`src/rtl/counter_step_ctrl.sv`:
```
// Step sequencer for the 8-bit up/down step counter: arbitrates manual
// up/down requests against a prescaled auto-run generator (wrap or bounce).
//
// Ports:
//   clk, reset      : clock, synchronous active-high reset (shared with counter)
//   man_up, man_dn  : single-cycle manual step requests
//   run_en          : auto-run enable (level)
//   mode            : 0 = wrap (auto up), 1 = bounce between lo_lim and hi_lim
//   div             : auto step period minus one
//   lo_lim, hi_lim  : bounce limits
//   PED, uphdnl     : registered step pulse and direction to the counter
//   shadow_count    : local mirror of the counter value
//   dir_up          : current bounce direction
//   cfg_err         : bounce mode with lo_lim >= hi_lim
module counter_step_ctrl #(
    parameter int DIV_W = 16,
    parameter int CNT_W = 8
) (
    input  logic             clk,
    input  logic             reset,
    input  logic             man_up,
    input  logic             man_dn,
    input  logic             run_en,
    input  logic             mode,
    input  logic [DIV_W-1:0] div,
    input  logic [CNT_W-1:0] lo_lim,
    input  logic [CNT_W-1:0] hi_lim,
    output logic             PED,
    output logic             uphdnl,
    output logic [CNT_W-1:0] shadow_count,
    output logic             dir_up,
    output logic             cfg_err
);

    typedef enum logic {
        IDLE,
        RUN
    } state_e;

    state_e             state_q, state_d;
    logic [DIV_W-1:0]   pre_q, pre_d;
    logic               ped_q, ped_d;
    logic               uphdnl_q, uphdnl_d;
    logic [CNT_W-1:0]   shadow_q, shadow_d;
    logic               dir_up_q, dir_up_d;
    logic               cfg_err_q, cfg_err_d;

    logic               tick;
    logic               step;
    logic               step_up;

    always_comb begin
        state_d   = state_q;
        pre_d     = '0;
        tick      = 1'b0;
        step      = 1'b0;
        step_up   = uphdnl_q;
        dir_up_d  = dir_up_q;
        cfg_err_d = mode && (lo_lim >= hi_lim);

        unique case (state_q)
            IDLE: if (run_en) state_d = RUN;
            RUN:  if (!run_en) state_d = IDLE;
            default: state_d = IDLE;
        endcase

        // Count 0..div; a count already past a freshly lowered div
        // falls back to 0 without producing a tick.
        if (state_q == RUN && run_en) begin
            if (pre_q == div) begin
                tick = 1'b1;
            end else if (pre_q < div) begin
                pre_d = pre_q + DIV_W'(1);
            end
        end

        // The step currently on PED lands in the counter at the next edge,
        // so shadow_d is the value the counter will hold; limit decisions
        // use it so back-to-back auto steps never overshoot.
        shadow_d = shadow_q;
        if (ped_q) begin
            shadow_d = uphdnl_q ? shadow_q + CNT_W'(1)
                                : shadow_q - CNT_W'(1);
        end

        if (man_up && !man_dn) begin
            step    = 1'b1;
            step_up = 1'b1;
        end else if (man_dn && !man_up) begin
            step    = 1'b1;
            step_up = 1'b0;
        end else if (tick) begin
            if (!mode) begin
                step    = 1'b1;
                step_up = 1'b1;
            end else if (!cfg_err_q) begin
                step = 1'b1;
                if (dir_up_q && shadow_d >= hi_lim) begin
                    dir_up_d = 1'b0;
                    step_up  = 1'b0;
                end else if (!dir_up_q && shadow_d <= lo_lim) begin
                    dir_up_d = 1'b1;
                    step_up  = 1'b1;
                end else begin
                    step_up = dir_up_q;
                end
            end
        end

        ped_d    = step;
        uphdnl_d = step ? step_up : uphdnl_q;
    end

    always_ff @(posedge clk) begin
        if (reset) begin
            state_q   <= IDLE;
            pre_q     <= '0;
            ped_q     <= 1'b0;
            uphdnl_q  <= 1'b1;
            shadow_q  <= '0;
            dir_up_q  <= 1'b1;
            cfg_err_q <= 1'b0;
        end else begin
            state_q   <= state_d;
            pre_q     <= pre_d;
            ped_q     <= ped_d;
            uphdnl_q  <= uphdnl_d;
            shadow_q  <= shadow_d;
            dir_up_q  <= dir_up_d;
            cfg_err_q <= cfg_err_d;
        end
    end

    assign PED          = ped_q;
    assign uphdnl       = uphdnl_q;
    assign shadow_count = shadow_q;
    assign dir_up       = dir_up_q;
    assign cfg_err      = cfg_err_q;

endmodule

```
`config.mk`:
```
export PLATFORM = sky130hd
export DESIGN_NAME = counter_step_ctrl
export DESIGN_NICKNAME = d
export VERILOG_FILES = /design/src/rtl/counter_step_ctrl.sv
export SDC_FILE = /design/constraint.sdc
export NUM_CORES = 1
export LEC_CHECK = 0
export ABC_AREA = 1
export CAP_MARGIN = 10
export CELL_PAD_IN_SITES_DETAIL_PLACEMENT = 0
export CELL_PAD_IN_SITES_GLOBAL_PLACEMENT = 1
export CORE_UTILIZATION = 30
export CTS_BUF_LIST = sky130_fd_sc_hd__clkbuf_4 sky130_fd_sc_hd__clkbuf_8
export DETAILED_ROUTE_END_ITERATION = 8
export GPL_ROUTABILITY_DRIVEN = 0
export PLACE_DENSITY_LB_ADDON = 0.1
export SLEW_MARGIN = 20
export SYNTH_ARGS = -nofsm -noshare
export SYNTH_HDL_FRONTEND = slang
export SYNTH_SLANG_ARGS = --single-unit
```
`constraint.sdc`:
```
create_clock -name clk -period 8.1 [get_ports clk]
set_input_delay 2.43 -clock clk [delete_from_list [all_inputs] [get_ports clk]]
set_output_delay 2.43 -clock clk [all_outputs]
set_load 0.005 [all_outputs]
```
==> impl_results.md <==
* R2r setup slk at a little over 5 ns
* Synth Warn # at 0
* Setup TNS at 0 ns
* Num ports at 50
* Status: completed
* Met3 usage in global routing at 3.14%
* Most frequent cells in the layout: nand2_1 (78), inv_1 (75), ha_1 (49), clkdlybuf4s50_1 (49)
* Max Cap Violations at 0
* DP HPWL at 4840 µm
* Worst hold slack at slightly above 0.5 ns
* Max Fanout on Critical Path at 16
* Die boundary width at 94.7 µm
* Num rows at 33
* M1 GR Usage at 17.1%
* Hold crit path type: reg2reg
* Post-layout utilization of the core at 39.6%
* Lkg Pwr at about 1.7 nW
* Worst-Margin Slew at 0.594 ns
* Most common cell after layout, fill and taps aside: nand2_1
* Tot GR Track Use at 14.5%
* GR Util met2 at a little over a quarter
* Syn_area_per_cell at 7.00 µm²
* FF+latch count, synth at 29
* Initial antenna violation count at 0
* Vias in the first global route at 2197
* CTS tree: done
* Post-Layout Cell Count at 527
* Cell Area, Synth at 2580 µm²
* Htree depth at 2
* # setup viols final at 0
* DR WL/cell at 11.0 µm
* Syn Nets at roughly 460
* Crit path DAT at around 4.4 ns
* Main area contributors after synthesis: ha_1 (24%), dfxtp_1 (23%), nand2_1 (11%)
* Fmax at 0.237 GHz
* Inst Count DP at 519
* GR Overflow Total at 0
* Drt initial violations at 38
* Yosys top cell by area: ha_1
* Vias per cell at 4.35
* Die Footprint at 8960 µm²
* Core Footprint at 8260 µm²
* Syn Inst Count at 368
* Synth cell types at 35
* CTS buffer count at 5
* Post-synthesis sequential area ratio at between 20 and 25%
* Cell Pwr Density at around 110 nW/µm²
* Drt first pass iters at 4
* Total routed wirelength at 5800 µm
* Max Root-Sink Buffers at 2
* Post-CTS Hold Fix Bufs at 0
* Post_cts resized at 0
* Startpoint Class: input pin
* Unrepaired setup endpoints after global routing: false
* Die Height at 94.7 µm
* Buffers on Ports at just under 50
* Fin. Hold Viols at 0
* Synthesis-to-layout area growth at 26.9%
* Clock Latency Late Sink at roughly 0.29 ns
* Final setup skew at 0.0101 ns
* Largest net degree at the start of global routing at 17
* Synth top area share at 23.8%
* Worst EP required at 8.29 ns
* First-pass GRT wire length at 9980 µm
* Layout Nets at 509
* Clk sinks at 29
* Reg clk slew, reported paths at 0.07 ns
* DR DRC count at 0
* Final Power at 0.000373 W
* Post-CTS setup buffers at 0
* Vias at 2293
* Fin crit period at 4.23 ns
* Final worst-path cycle share at 52.2%
* Share of layout cells above drive strength 1 at 5.92%
* Initial Utilization at 31.2%
* Worst setup EP type: register
* N_diodes at 0
* Busiest grt layer: met2
* Peak supply drop at between 0.05 and 0.06 mV
* Max_slew headroom at between 60 and 70%
* Remaining antenna violation count at 0
* Clock Tree Root: clkbuf_8
* Crit Path Class: in2reg
* Final Max Slew Viols at 0
[Yosys cell counts]
library cell	instances
nand4_1	8
a21o_1	2
inv_1	75
buf_4	1
xnor2_1	8
inv_2	1
nor2_1	29
fa_1	1
dfxtp_1	29
clkbuf_1	1
nor3_4	1
nor2_2	4
buf_2	1
nand3_4	1
a21oi_1	28
or2_2	3
and3_4	1
a211oi_1	1
nand4_2	1
nand2_2	1
a31oi_1	3
o2111ai_1	1
a31o_2	1
or2_1	1
xor2_1	4
and2_1	2
o21ai_1	1
and3_1	1
nand3_1	11
o21ai_0	10
nand2_1	78
nor3_1	6
nand3_2	1
nor2_4	2
ha_1	49
[worst max-delay path: stages]
cell and delay, ns:
clkdlybuf4s50_1 0.45, inv_1 0.04, ha_1 0.30, a21oi_1 0.14, o21ai_0 0.08, nand2_1 0.06, o21ai_0 0.11, nor3_1 0.15
nand2_1 0.37, nor3_1 0.28
[cell families after synthesis]
group / count (synthesis) / synth area share [%]
simple gates: 151 / 27.2
buf+inv: 79 / 11.7
fa+ha+maj: 50 / 24.6
compound gates: 47 / 9.86
flops: 29 / 22.5
xor+xnor: 12 / 4.08
[stage by stage]
step                setup slack, ns  instance area [µm²]
CTS                            3.84                 3270
finish                         3.88                 3270
floorplan                      4.43                 2580
global route                   3.69                 3270
detailed placement             3.56                 3180
global placement               3.61                 3180
[final timing paths]
check	cells past startpoint	start	endpoint
worst min-delay path	2	shadow_count[2]	shadow_count[2]
worst max register to register	19	uphdnl	uphdnl
worst max-delay path	10	div[9]	pre_q[14]
worst min register to register	2	shadow_count[2]	shadow_count[2]
[flip-flops by register name, indices dropped and copies added, names as in the netlist]
signal,flops
pre_q,16
PED,1
cfg_err,1
uphdnl,1
shadow_count,8
state_q,1
dir_up,1
[layout make-up]
type	count	area, µm²
Tap cell	105	131
Clock inverter	3	17.5
Inverter	76	285
Clock buffer	5	68.8
Timing Repair Buffer	49	490
Fill cell	891	4990
Multi-Input combinational cell	260	1690
Sequential cell	29	581
[power by group]
part	total (W)	switching [W]	internal, W
registers	0.000152	0.00000509	0.000147
logic	0.000101	0.0000501	0.0000513
clock network	0.000120	0.0000608	0.0000592
total	0.000373	0.000116	0.000257
[metal layers]
metal  wire length, µm  share of wire (%)  vias up
li1                  -                  -     1283
met1              2640                 46      976
met2              2910                 50       29
met3               179                3.1        5
met4                59                1.0        0
met5                 0                  0        -
Note: power is estimated with default switching activity, not from simulation.
